===== src/rtl/lp805x_port_result_mon.sv =====
// Self-test result monitor: watches the CPU's port-0 exit code, qualifies a stable
// value, runs a watchdog, and latches a sticky pass/fail/timeout verdict with the code.
module lp805x_port_result_mon #(
   parameter logic [7:0]           IDLE_CODE     = 8'hFF,
   parameter logic [7:0]           PASS_CODE     = 8'h7F,
   parameter int                   STABLE_CYCLES = 4,
   parameter int                   TIMEOUT_W     = 24,
   parameter logic [TIMEOUT_W-1:0] TIMEOUT       = TIMEOUT_W'(1000000)
) (
   input  logic       wb_clk_i,
   input  logic       wb_rst_i,
   input  logic [7:0] p0_i,
   input  logic       clr_i,
   output logic       busy_o,
   output logic       done_o,
   output logic       pass_o,
   output logic       fail_o,
   output logic       timeout_o,
   output logic [7:0] code_o
);

   typedef enum logic [1:0] {
      ST_RUN,
      ST_QUAL,
      ST_DONE
   } state_e;

   localparam logic [7:0]           STAB_LAST = 8'(STABLE_CYCLES - 1);
   localparam logic [TIMEOUT_W-1:0] WD_ONE    = TIMEOUT_W'(1);
   localparam logic [TIMEOUT_W-1:0] WD_LAST   = TIMEOUT - WD_ONE;
   localparam logic [TIMEOUT_W-1:0] WD_MAX    = '1;

   state_e               state_q, state_d;
   logic [7:0]           p0_q;
   logic [7:0]           cand_q, cand_d;
   logic [7:0]           stab_q, stab_d;
   logic [TIMEOUT_W-1:0] wd_q, wd_d;
   logic                 pass_q, pass_d;
   logic                 fail_q, fail_d;
   logic                 timeout_q, timeout_d;
   logic [7:0]           code_q, code_d;

   logic [TIMEOUT_W-1:0] wdInc;
   logic                 wdExpired;
   logic                 codeStable;

   always_ff @(posedge wb_clk_i or posedge wb_rst_i) begin
      if (wb_rst_i) begin
         state_q   <= ST_RUN;
         p0_q      <= IDLE_CODE;
         cand_q    <= 8'h00;
         stab_q    <= 8'h00;
         wd_q      <= '0;
         pass_q    <= 1'b0;
         fail_q    <= 1'b0;
         timeout_q <= 1'b0;
         code_q    <= 8'h00;
      end else begin
         state_q   <= state_d;
         p0_q      <= p0_i;
         cand_q    <= cand_d;
         stab_q    <= stab_d;
         wd_q      <= wd_d;
         pass_q    <= pass_d;
         fail_q    <= fail_d;
         timeout_q <= timeout_d;
         code_q    <= code_d;
      end
   end

   assign wdInc      = (wd_q == WD_MAX) ? wd_q : wd_q + WD_ONE;
   assign wdExpired  = (wd_q == WD_LAST);
   assign codeStable = (p0_q == cand_q) && (stab_q == STAB_LAST);

   // A completing qualification beats a watchdog expiry on the same edge; clear beats both.
   always_comb begin
      state_d   = state_q;
      cand_d    = cand_q;
      stab_d    = stab_q;
      wd_d      = wd_q;
      pass_d    = pass_q;
      fail_d    = fail_q;
      timeout_d = timeout_q;
      code_d    = code_q;
      if (clr_i) begin
         state_d   = ST_RUN;
         cand_d    = 8'h00;
         stab_d    = 8'h00;
         wd_d      = '0;
         pass_d    = 1'b0;
         fail_d    = 1'b0;
         timeout_d = 1'b0;
         code_d    = 8'h00;
      end else begin
         case (state_q)
            ST_RUN: begin
               wd_d = wdInc;
               if (wdExpired) begin
                  state_d   = ST_DONE;
                  timeout_d = 1'b1;
                  code_d    = 8'h00;
               end else if (p0_q != IDLE_CODE) begin
                  state_d = ST_QUAL;
                  cand_d  = p0_q;
                  stab_d  = 8'h01;
               end
            end
            ST_QUAL: begin
               wd_d = wdInc;
               if (codeStable) begin
                  state_d = ST_DONE;
                  code_d  = cand_q;
                  pass_d  = (cand_q == PASS_CODE);
                  fail_d  = (cand_q != PASS_CODE);
               end else if (wdExpired) begin
                  state_d   = ST_DONE;
                  timeout_d = 1'b1;
                  code_d    = 8'h00;
               end else if (p0_q == cand_q) begin
                  stab_d = stab_q + 8'h01;
               end else if (p0_q == IDLE_CODE) begin
                  state_d = ST_RUN;
                  stab_d  = 8'h00;
               end else begin
                  cand_d = p0_q;
                  stab_d = 8'h01;
               end
            end
            default: begin
            end
         endcase
      end
   end

   assign busy_o    = (state_q != ST_DONE);
   assign done_o    = (state_q == ST_DONE);
   assign pass_o    = pass_q;
   assign fail_o    = fail_q;
   assign timeout_o = timeout_q;
   assign code_o    = code_q;

endmodule


===== config.mk =====
export PLATFORM = sky130hd
export DESIGN_NAME = lp805x_port_result_mon
export DESIGN_NICKNAME = d
export VERILOG_FILES = /design/src/rtl/lp805x_port_result_mon.sv
export SDC_FILE = /design/constraint.sdc
export NUM_CORES = 1
export LEC_CHECK = 0
export BUFFER_PORTS_ARGS = -buffer_cell sky130_fd_sc_hd__buf_2
export CAP_MARGIN = 20
export CORE_MARGIN = 2
export CORE_UTILIZATION = 55
export CTS_BUF_LIST = sky130_fd_sc_hd__clkbuf_8
export DETAILED_ROUTE_END_ITERATION = 10
export GPL_TIMING_DRIVEN = 0
export HOLD_SLACK_MARGIN = 0.1
export PLACE_DENSITY = 0.81
export SKIP_LAST_GASP = 1
export SYNTH_ARGS = -nofsm -noshare
export SYNTH_HDL_FRONTEND = slang
export SYNTH_SLANG_ARGS = --single-unit

===== constraint.sdc =====
create_clock -name wb_clk_i -period 5.47 [get_ports wb_clk_i]
set_clock_uncertainty 0.15 [all_clocks]
set_input_delay 0.2735 -clock wb_clk_i [delete_from_list [all_inputs] [get_ports wb_clk_i]]
set_output_delay 0.2735 -clock wb_clk_i [all_outputs]
set_load 0.02 [all_outputs]

After elaboration in Yosys (flattened, before gate mapping)
Cells that the tools add are included.

Equality and inequality tests: 21. Muxes and demuxes: 41. Reductions and logical operators: 13. $add $sub $neg: 2.

Operator list (count): $mux W8 (16); $mux W24 (3); $pmux W8 S2 (3); $add A24 B1 Y24 const B (1); $eq A24 B20 Y1 const B (1); $eq A24 B24 Y1 const B (1); $ne A3 B3 Y1 const B (6); $mux W2 (7); $mux W1 (10); $ne A5 B5 Y1 const B (2); $add A8 B1 Y8 const B (1); $eq A8 B2 Y1 const B (1); $eq A8 B7 Y1 const B (1); $eq A8 B8 Y1 (1); $eq A8 B8 Y1 const B (1); $ne A8 B7 Y1 const B (1); $ne A8 B8 Y1 const B (1); $reduce_and A7 Y1 (1); $reduce_and A2 Y1 (3); $reduce_bool A2 Y1 (3); $reduce_and A5 Y1 (1); $ne A2 B2 Y1 const B (2); $ne A4 B4 Y1 const B (1); $pmux W2 S2 (1); 8 further kinds (8).

Flip-flop bits (word level): 61. Output and inout port bits: 13. Logic and storage cells: 86.

Depth between registers and ports, before layout
Gate-level depths: netlist of run 1.

Depth after elaboration: 7. Mapped depth: 7. Depth with buffers taken out: 6.

Worst setup path before layout of run 1
OpenSTA, ideal clock, no wires.

Path type: register to register. From: register wd_q[17]. To: register wd_q[9]. Data required time: 5.195 ns. Setup time: 0.125 ns. Stages on the path, launching flop included: 7. Arrival: 1.860 ns. Buffers on the path: 1. Slack: 3.336 ns. Cell sequence: dfrtp_1 nand4_2 nor4_1 buf_2 nand3_1 nand4_1 mux2_2.

Cells in the longest elaborated chain, start to end: 3.

RTL lines: from (decl) (line 37) `logic [TIMEOUT_W-1:0] wd_q, wd_d;`; from (signal assigned) (line 63) `wd_q <= wd_d;`; $eq A24 B24 Y1 (line 71) `assign wdInc = (wd_q == WD_MAX) ? wd_q : wd_q + WD_ONE;`; $ne A2 B2 Y1 (no source line); $reduce_and A2 Y1 (no source line).

No other way between the ends. A chain may end at the register's enable or synchronous reset.

Worst setup path after layout of run 1
From: register wd_q[16]. To: register wd_q[9].

The elaborated chain is that of the path after synthesis.

==> results of run 1 <==
## worst register-to-register path, delay by kind of cell (launching register included)
| family | cells | cell delay, ps |
|---|---|---|
| and+or+nand+nor | 4 | 1120 |
| buffers and inverters | 1 | 350 |
| muxes | 1 | 340 |
| DFF | 1 | 470 |
## cell families after synthesis
| group | count (synthesis) |
|---|---|
| XOR/XNOR | 24 |
| multiplexers | 13 |
| buffers and inverters | 26 |
| flip-flops | 61 |
| AO/OA/AOI/OAI | 60 |
| adder cells (fa/ha/maj) | 2 |
| AND/OR/NAND/NOR | 149 |
## synth_stat cells (all sizes together) (2+ instances only)
| cell type | count | area (µm²) |
|---|---|---|
| nand3 | 11 | 55.1 |
| xnor2 | 21 | 184 |
| o2bb2ai | 8 | 70.1 |
| nor4b | 2 | 17.5 |
| clkbuf | 10 | 37.5 |
| or4b | 2 | 20.0 |
| or4 | 3 | 26.3 |
| mux2 | 3 | 33.8 |
| o211ai | 3 | 22.5 |
| nand2 | 44 | 165 |
| and3 | 5 | 31.3 |
| o21ai | 7 | 35.0 |
| o2111ai | 3 | 26.3 |
| o311a | 2 | 20.0 |
| or3 | 5 | 31.3 |
| nor3 | 9 | 61.3 |
| a311oi | 3 | 26.3 |
| a21oi | 7 | 38.8 |
| xor2 | 3 | 26.3 |
| a31oi | 9 | 56.3 |
| nor2 | 30 | 113 |
| mux2i | 10 | 100 |
| ha | 2 | 25.0 |
| and4 | 5 | 43.8 |
| buf | 5 | 31.3 |
| dfstp | 8 | 210 |
| a41oi | 5 | 43.8 |
| nand2b | 4 | 25.0 |
| nor4 | 8 | 50.1 |
| dfrtp | 53 | 1330 |
| inv | 11 | 41.3 |
| a2111oi | 2 | 30.0 |
| nor2b | 4 | 25.0 |
| nand4 | 13 | 87.6 |
## area by class of cell
class	instances	area [µm²]	share of cell area [%]
Sequential cell	61	1540	40.5
Inverter	11	41.3	1.09
Timing Repair Buffer	33	225	5.94
Clock inverter	6	56.3	1.49
Buffer	15	68.8	1.82
Clock buffer	10	138	3.63
Multi-Input combinational cell	248	1630	43.0
Tap cell	75	93.8	2.48
## report_power, final
group / switching, W / internal [W]
Sequential: 0.0000122 / 0.000463
Clock: 0.000188 / 0.000218
Combinational: 0.0000331 / 0.0000223
Total: 0.000233 / 0.000703
## repair_timing
item	CTS	global route
setup endpoints to repair	0	0
setup buffers	0	0
hold buffers	9	0
hold endpoints to repair	25	0
## per-layer routing
metal | up-vias | GRT usage [%]
met5 | - | 0
met4 | 0 | 14.9
met3 | 30 | 4.33
met2 | 110 | 45.5
met1 | 1410 | 34.2
li1 | 1322 | -
## flip-flops by register name (all words and copies together), names as in the netlist
name	cells
fail_o	1
timeout_o	1
cand_q	8
code_o	8
wd_q	24
state_q	2
pass_o	1
stab_q	8
p0_q	8
## stage by stage
| step | hold WS, ps | utilization (%) | cell area [µm²] | cells | setup WS (ps) |
|---|---|---|---|---|---|
| after floorplan | 128 | - | 3280 | 335 | 3340 |
| after global placement | 228 | 59.6 | 3490 | 433 | 2850 |
| after detailed placement | 132 | 59.9 | 3510 | 434 | 2950 |
| after CTS | 186 | 64.8 | 3790 | 459 | 2950 |
| after global routing | 214 | 64.8 | 3790 | 459 | 2850 |
| final | 182 | 64.8 | 3790 | 459 | 2930 |
## worst max-delay path by stage
stage	from	end	slack, ps	cells after the start
after global routing	wd_q[16]$_DFFE_PP0P_	wd_q[9]$_DFFE_PP0P_	2850	6
after global placement	wb_rst_i	stab_q[2]$_DFFE_PP0P_	2850	2
after detailed placement	wd_q[16]$_DFFE_PP0P_	wd_q[9]$_DFFE_PP0P_	2950	6
after floorplan	wd_q[17]$_DFFE_PP0P_	wd_q[9]$_DFFE_PP0P_	3340	6
after CTS	wd_q[16]$_DFFE_PP0P_	wd_q[9]$_DFFE_PP0P_	2950	6
final	wd_q[16]$_DFFE_PP0P_	wd_q[9]$_DFFE_PP0P_	2930	6
## layout by cell type, fill, tap and decap left out, types with 6 or more instances in the layout
cell           count
o2bb2ai_1          8
o21ai_0            6
dfrtp_1           53
inv_1             13
a31oi_1            9
dfstp_2            8
nor2_1            30
mux2i_1           10
xnor2_1           21
clkbuf_1          10
dlygate4sd3_1      9
clkbuf_8          10
nor3_1             7
buf_2             27
nand3_1           11
nand4_1           12
nor4_1             8
nand2_1           44
a21oi_1            6
==> impl_metrics.json, run 1 <==
{
  "synth-compound-area-share_pct": 14.7,
  "min-delay-start": "clr_i",
  "ys_seq_elements": 61,
  "syn_avg_cell_area_um2": 9.78,
  "grt-ovfl-total": 0,
  "period_needed_ps": 2540,
  "p_total_w": 0.000936,
  "holdPathEnd": "wd_q[19]$_DFFE_PP0P_",
  "cts_max_level": 3,
  "routed-wl-met3_um": 452,
  "ys_warn_count": 0,
  "max_freq_ghz": 0.394,
  "cts_resized": 0,
  "synth_fp_nets": 348,
  "n_fill_cell": 461,
  "synth_top_family_by_area": "simple AND/OR/NAND/NOR gates",
  "ys_seq_area_share_pct": 46.9,
  "worst-path-buf-inv": 1,
  "insertion_delay_ps": 350,
  "slowest_stage": "nor4_1",
  "ff2ff_path_depth": 6,
  "yosys.area_share.adder_pct": 0.764,
  "flow.area_growth_from_synthesis_pct": 15.7,
  "met1_length_um": 3330,
  "top_layer_used": "met4",
  "start_util_pct": 56.0,
  "crit_arrival_ps": 2630,
  "diodes": 0,
  "first_pass_iters": 6,
  "crit_fanout": 10,
  "via_count": 2872,
  "dp_hpwl_um": 5560,
  "place.port_buffers": 23,
  "drive_above_1_share_pct": 16.9,
  "dr_wl_met2_um": 4130,
  "synth_cells": 335,
  "worst_pin_slew_ps": 934,
  "synth_cell_types": 58,
  "routedWlPerCell_um": 17.7,
  "status": "complete, no violations",
  "powerDensity_nw_per_um2": 247,
  "grt_usage_pct": 27.4,
  "drtIter0Drc": 227,
  "gp_congestion": 0.858,
  "dieArea_um2": 6590,
  "r2r_end": "wd_q[9]$_DFFE_PP0P_",
  "peakVddDrop_mv": 0.229,
  "rows": 28,
  "ant_nets": 0,
  "synth_xor_xnor_area_share_pct": 6.41,
  "grt_pass1_wl_um": 13700,
  "synth_edf_count": 0,
  "setup_tns_ps": 0,
  "cts-root-buf": "clkbuf_8",
  "synthArstFlopShare_pct": 100,
  "cts_tree": "yes",
  "clk_path_buf_depth": 2,
  "path_class": "flop to flop",
  "synthFlopType": "dfrtp_1",
  "start_kind": "flop",
  "max_stage_delay_ps": 650,
  "cap_violations": 0,
  "required_ps": 5560,
  "core_area_um2": 5850,
  "viasPerCell": 6.26,
  "grt_max_degree": 45,
  "synthMuxAreaShare_pct": 4.09,
  "whs_path_depth": 3,
  "final_max_slew_viol_count": 0,
  "critPathCaptureType": "flop",
  "clkSlewWorstSetupHoldPaths_ps": 80,
  "antenna_found_initial": 0,
  "synth_area_um2": 3280,
  "max_slew_margin_pct": 37.6,
  "grt_pass1_vias": 2822,
  "crit_chain": "nand4_2 -> nor4_1 -> buf_2 -> nand3_1 -> nand4_1 -> mux2_2",
  "drt_wl_total_um": 8130,
  "rsz0062_at_grt": "no",
  "setup_viol_count_final": 0,
  "fin_crit_sh_pct": 46.4,
  "cts_buffers": 9,
  "hold_path.class": "input port to flop",
  "r2r-start": "wd_q[16]$_DFFE_PP0P_",
  "drc_errors": 0,
  "hold_violations": 0,
  "power_leakage_nw": 1.61,
  "nets": 392,
  "rrSetupSlack_ps": 2930,
  "cpLargestDelayFamily": "simple AND/OR/NAND/NOR gates",
  "cts_num_sinks": 61,
  "die_height_um": 81.2,
  "yosys.area_share.simple_pct": 23.8,
  "ioPinCount": 24,
  "fp.dieW_um": 81.2
}
(Power assumes the default switching activity.)
==> inputs of run 2 (changes only) <==
PLACE_DENSITY = 0.84   (was 0.81)
clock period = 2.18 ns   (was 5.47 ns; I/O delays follow)
==> run 2 against run 1 <==
Compared with the run above: the flow now finishes with violations (negative setup slack); core utilization up 6.9 points; first-iteration DRC count up 1.8%; clock-buffer cell count down 1; largest power group unchanged.
==> impl_metrics.json, run 2 (synthesis results as in run 1) <==
{
  "status": "finished, violations left",
  "setup_viol_count_final": 6,
  "regArea_um2": 1540,
  "first_pass_iters": 5,
  "required_ps": 2260,
  "slowest_stage": "or4_1",
  "drt_wl_total_um": 8560,
  "max_freq_ghz": 0.449,
  "insertion_delay_ps": 360,
  "cpLargestDelayFamily": "simple AND/OR/NAND/NOR gates",
  "grt-ovfl-total": 0,
  "antenna_found_initial": 0,
  "ant_nets": 0,
  "via_count": 2965,
  "violations": "negative setup slack",
  "cts_tree": "yes",
  "drc_errors": 0,
  "flow.area_growth_from_synthesis_pct": 28.0,
  "final_max_slew_viol_count": 0,
  "grt_max_degree": 46,
  "drtIter0Drc": 231,
  "nets": 412,
  "worst_pin_slew_ps": 559,
  "peakVddDrop_mv": 0.592,
  "stdcell_count": 479,
  "fin_crit_sh_pct": 102,
  "fp.dieW_um": 81.2,
  "crit_fanout": 6,
  "rows": 28,
  "cts_max_level": 3,
  "worst-path-buf-inv": 1,
  "n_fill_cell": 389,
  "hold_violations": 0,
  "worst_slack_ps": -45.0,
  "grt_pass1_wl_um": 13400,
  "final_area_um2": 4190,
  "crit_arrival_ps": 2300,
  "cap_violations": 0,
  "ioPinCount": 24,
  "regMostFlops": "wd_q",
  "critPathCaptureType": "flop",
  "cts_buffers": 9,
  "ff2ff_path_depth": 6,
  "place.port_buffers": 23,
  "path_class": "flop to flop",
  "final_common_cell": "dfrtp_1",
  "powerDensity_nw_per_um2": 572,
  "max_stage_delay_ps": 610,
  "clk_path_buf_depth": 2,
  "final_cell_mix": "49 x dfrtp_1, 44 x nand2_1, 28 x nor2_1",
  "rsz0062_at_grt": "yes",
  "period_needed_ps": 2230,
  "start_util_pct": 56.0,
  "dp_cells": 434,
  "largest_reg_flops": 24,
  "core_area_um2": 5850,
  "cts_num_sinks": 61,
  "power_leakage_nw": 1.82,
  "worstSetupPathDepth": 6,
  "max_slew_margin_pct": 62.7,
  "die_height_um": 81.2,
  "diodes": 0,
  "cts-root-buf": "clkbuf_8",
  "clkSlewWorstSetupHoldPaths_ps": 70,
  "routedWlPerCell_um": 17.9,
  "hold_path.class": "input port to asynchronous set/reset pin",
  "gp_congestion": 0.892,
  "grt_pass1_vias": 2846,
  "viasPerCell": 6.19,
  "dieArea_um2": 6590,
  "utilization_pct": 71.7,
  "start_kind": "flop",
  "dp_hpwl_um": 5220,
  "drive_above_1_share_pct": 29.2,
  "multi_input_area_um2": 1820,
  "crit_chain": "nand4_1 -> buf_4 -> or4_1 -> nor4_1 -> xnor2_1 -> nor2_1",
  "place_area_um2": 3510,
  "grt_usage_pct": 26.8
}
[run 2: changes by cell type in the layout (fill, tap and decap cells not counted), moves of 3 or more]
cell,delta
nor3_4,+4
inv_6,+3
clkbuf_1,-4
buf_4,+19
o2bb2ai_2,+3
buf_2,-3
dfrtp_2,+4
o2bb2ai_1,-3
nor3_1,-3
dfrtp_1,-4
inv_1,-4
[run 2: area by class of cell]
type	instances	area share (%)
buffer	12	1.58
clock buffer	9	2.95
clock inverter	7	1.94
inverter	11	0.984
multi-input combinational	248	43.5
sequential	61	36.8
tap	75	2.24
timing repair buffer	56	10.1
[run 2: power breakdown]
group / internal (W) / switching (W)
Sequential: 0.00116 / 0.0000280
Combinational: 0.0000666 / 0.0000952
Clock: 0.000542 / 0.000508
[run 2: final timing paths]
check                      slack, ps                    end             startpoint
setup / recovery                 -50   wd_q[22]$_DFFE_PP0P_    wd_q[2]$_DFFE_PP0P_
hold / removal                   120    wd_q[3]$_DFFE_PP0P_               wb_rst_i
setup reg to reg                 -50   wd_q[22]$_DFFE_PP0P_    wd_q[2]$_DFFE_PP0P_
hold reg to reg                  390  timeout_o$_DFFE_PP0P_  timeout_o$_DFFE_PP0P_
max in group asynchronous       1150      p0_q[2]$_DFF_PP1_               wb_rst_i
min in group wb_clk_i            230      p0_q[1]$_DFF_PP1_                p0_i[1]
[run 2: worst register-to-register path, stage by stage (launching register included)]
cell and delay (ps):
dfrtp_1 450, nand4_1 150, buf_4 190, or4_1 610, nor4_1 330, xnor2_1 160
nor2_1 50
[run 2: timing repair]
action | CTS | global route
setup endpoints to repair | 41 | 39
resized for setup | 16 | 34
cloned | 0 | 0
pin swaps | 8 | 13
buffers inserted | 9 | 12
hold endpoints to repair | 63 | 0
hold buffers | 11 | 0
[run 2: through the flow]
| stage | setup TNS [ps] | hold WS (ps) | total power, W | setup slack, ps |
|---|---|---|---|---|
| finish | -77.7 | 117 | 0.00240 | -45.0 |
| global route | -1500 | 173 | 0.00249 | -91.2 |
| CTS | -68.8 | 125 | 0.00239 | -68.8 |
| detailed placement | -4360 | -41.8 | 0.00133 | -323 |
| global placement | -15910 | 63.6 | 0.00132 | -260 |
| floorplan | 0 | -36.5 | 0.00129 | 45.6 |
[run 2: metal layers]
layer | vias to the layer above | track usage (%) | routed length (µm)
li1 | 1362 | - | -
met1 | 1447 | 32.1 | 3480
met2 | 128 | 45.3 | 4360
met3 | 28 | 9.00 | 493
met4 | 0 | 8.98 | 221
met5 | - | 0 | 0
==> inputs of run 3 (changes only) <==
ABC_AREA = 1   (was default)
CELL_PAD_IN_SITES_DETAIL_PLACEMENT = 0   (was default)
CELL_PAD_IN_SITES_GLOBAL_PLACEMENT = 1   (was default)
CORE_UTILIZATION = 40   (was 55)
CTS_BUF_LIST = default   (was sky130_fd_sc_hd__clkbuf_8)
PLACE_DENSITY = 0.83   (was 0.84)
==> run 3 against run 2 <==
Compared with the run above: the run now ends clean; first-iteration DRC count shrank 40%; via count increased by 17%; combinational power grew 12%; flip-flop and latch count did not move.
==> impl_metrics.json, run 3 <==
{
  "ant_nets": 0,
  "crit_arrival_ps": 2130,
  "max_freq_ghz": 0.490,
  "utilization_pct": 48.1,
  "critPathCaptureType": "flop",
  "dieArea_um2": 10300,
  "cts_num_sinks": 61,
  "netlist.area_leader.share_pct": 35.0,
  "cp_common_cell": "nand3_2",
  "largest_reg_flops": 24,
  "cts_buffers": 9,
  "synth_common_cells": "183 x nand2_1, 61 x inv_1, 58 x nor2_1, 54 x nand3_1, 53 x dfrtp_1",
  "first_pass_iters": 5,
  "syn_avg_cell_area_um2": 7.06,
  "grt_pass1_vias": 3269,
  "powerDensity_nw_per_um2": 583,
  "viasPerCell": 4.98,
  "synth_fp_nets": 550,
  "regArea_um2": 1540,
  "diodes": 0,
  "synth_edf_count": 0,
  "regMostFlops": "wd_q",
  "cap_violations": 0,
  "rsz0062_at_grt": "yes",
  "hold_path.class": "input port to asynchronous set/reset pin",
  "fp.dieW_um": 101,
  "final_max_slew_viol_count": 0,
  "ys_seq_elements": 61,
  "die_height_um": 101,
  "cts_setup_buffers": 0,
  "flow.area_growth_from_synthesis_pct": 16.7,
  "cts_tree": "yes",
  "rows": 35,
  "final_common_cell": "nand2_1",
  "antenna_found_initial": 0,
  "n_fill_cell": 911,
  "cpLargestDelayFamily": "simple AND/OR/NAND/NOR gates",
  "synth_area_um2": 3790,
  "synthFlopType": "dfrtp_1",
  "ioPinCount": 24,
  "dp_hpwl_um": 7050,
  "status": "complete, no violations",
  "gp_congestion": 0.807,
  "final_cell_mix": "183 x nand2_1, 60 x inv_1, 58 x nor2_1",
  "insertion_delay_ps": 360,
  "drive_above_1_share_pct": 15.9,
  "setup_tns_ps": 0,
  "crit_chain": "ha_4 -> nand3_2 -> inv_2 -> nand2_2 -> nor3_2 -> nand3_2 -> nand2_4 -> inv_1 -> nand3_1 -> o21ai_0",
  "ys_seq_area_share_pct": 40.5,
  "max_stage_delay_ps": 440,
  "cts_max_level": 3,
  "routedWlPerCell_um": 14.0,
  "worst-path-buf-inv": 2,
  "core_area_um2": 9200,
  "ys_top_cells_by_area": "dfrtp_1 35%, nand2_1 18%, nand3_1 7.1%",
  "power_leakage_nw": 2.15,
  "clk_path_buf_depth": 2,
  "synth_cells": 537,
  "nets": 594,
  "drtIter0Drc": 138,
  "slowest_stage": "dfrtp_1",
  "grt_pass1_wl_um": 16400,
  "p_total_w": 0.00258,
  "ys_warn_count": 0,
  "synth_most_common_cell": "nand2_1",
  "max_slew_margin_pct": 59.4,
  "drt_wl_total_um": 9770,
  "required_ps": 2270,
  "synthArstFlopShare_pct": 100,
  "multi_input_area_um2": 1940,
  "fin_crit_sh_pct": 93.6,
  "synth_area_leader_cell": "dfrtp_1",
  "setup_viol_count_final": 0,
  "cts-root-buf": "clkbuf_8",
  "synth_cell_types": 36,
  "hold_violations": 0,
  "clkSlewWorstSetupHoldPaths_ps": 80,
  "period_needed_ps": 2040,
  "drc_errors": 0,
  "grt_usage_pct": 20.5,
  "path_class": "flop to flop",
  "worst_pin_slew_ps": 609,
  "place.port_buffers": 22,
  "via_count": 3472,
  "start_util_pct": 41.2,
  "peakVddDrop_mv": 0.383,
  "crit_fanout": 6,
  "grt-ovfl-total": 0,
  "grt_max_degree": 36,
  "start_kind": "flop"
}
## run 3: cell count changes in the layout (fill, tap and decap cells not counted), moves of 10 or more
cell and delta:
mux2i_1 -10, nand3_1 +44, o21ai_0 +13, nor2_1 +30, inv_1 +51, nand2_1 +139
o31ai_1 +10, buf_4 -16, xnor2_1 -16
## run 3: power breakdown
group	switching (W)	internal [W]
Clock	0.000498	0.000708
Combinational	0.000119	0.0000623
Sequential	0.0000322	0.00116
Total	0.000649	0.00193
## run 3: through the flow
stage,cells,hold slack [ps],setup slack [ps],area [µm²]
3_3_place_gp,670,63.3,-477,4040
3_5_place_dp,671,65.4,-22.0,4060
4_1_cts,697,230,13.4,4400
2_1_floorplan,537,-36.5,344,3790
6_report,697,222,139,4430
5_1_grt,697,244,-6.71,4430
## run 3: cell families (layout without fill, tap and decap cells)
family | Yosys count | in the layout | share of synthesized area (%)
fa+ha+maj | 2 | 2 | 0.660
flops | 61 | 61 | 40.5
compound gates | 40 | 40 | 6.53
simple gates | 338 | 338 | 39.5
buf+inv | 80 | 129 | 9.11
xor+xnor | 16 | 16 | 3.70
## run 3: per-layer routing
layer | vias up | global-route usage (%) | wire (µm)
li1 | 1778 | - | -
met3 | 10 | 4.21 | 477
met1 | 1606 | 29.0 | 4780
met2 | 78 | 31.4 | 4380
met4 | 0 | 6.55 | 137
met5 | - | 0 | 0
## run 3: worst paths after layout
path                       cells past startpoint  slack [ps]                    end             startpoint
hold / removal                                 3         220  code_o[0]$_DFFE_PP0P_               wb_rst_i
min in group wb_clk_i                          2         240      p0_q[0]$_DFF_PP1_                p0_i[0]
max in group asynchronous                      4        1040  stab_q[3]$_DFFE_PP0P_               wb_rst_i
setup / recovery                              10         140   wd_q[15]$_DFFE_PP0P_    wd_q[0]$_DFFE_PP0P_
hold reg to reg                                2         350  code_o[4]$_DFFE_PP0P_  code_o[4]$_DFFE_PP0P_
setup reg to reg                              10         140   wd_q[15]$_DFFE_PP0P_    wd_q[0]$_DFFE_PP0P_
## run 3: final cells by class
type	count	share of cell area, %
Multi-Input combinational cell	396	43.9
Sequential cell	61	34.7
Inverter	66	5.60
Timing Repair Buffer	33	5.20
Clock buffer	11	3.42
Tap cell	111	3.14
Buffer	14	2.21
Clock inverter	5	1.84
## run 3: worst register-to-register path: stages, from the launching register on
cell,delay [ps]
dfrtp_1,440
ha_4,210
nand3_2,170
inv_2,130
nand2_2,80
nor3_2,140
nand3_2,170
nand2_4,130
inv_1,120
nand3_1,100
o21ai_0,90
## run 3: repair_timing
action | in CTS | in global routing
endpoints found under the setup margin | 20 | 33
endpoints found under the hold margin | 35 | 0
gates resized for setup | 1 | 5
hold buffers | 10 | 0
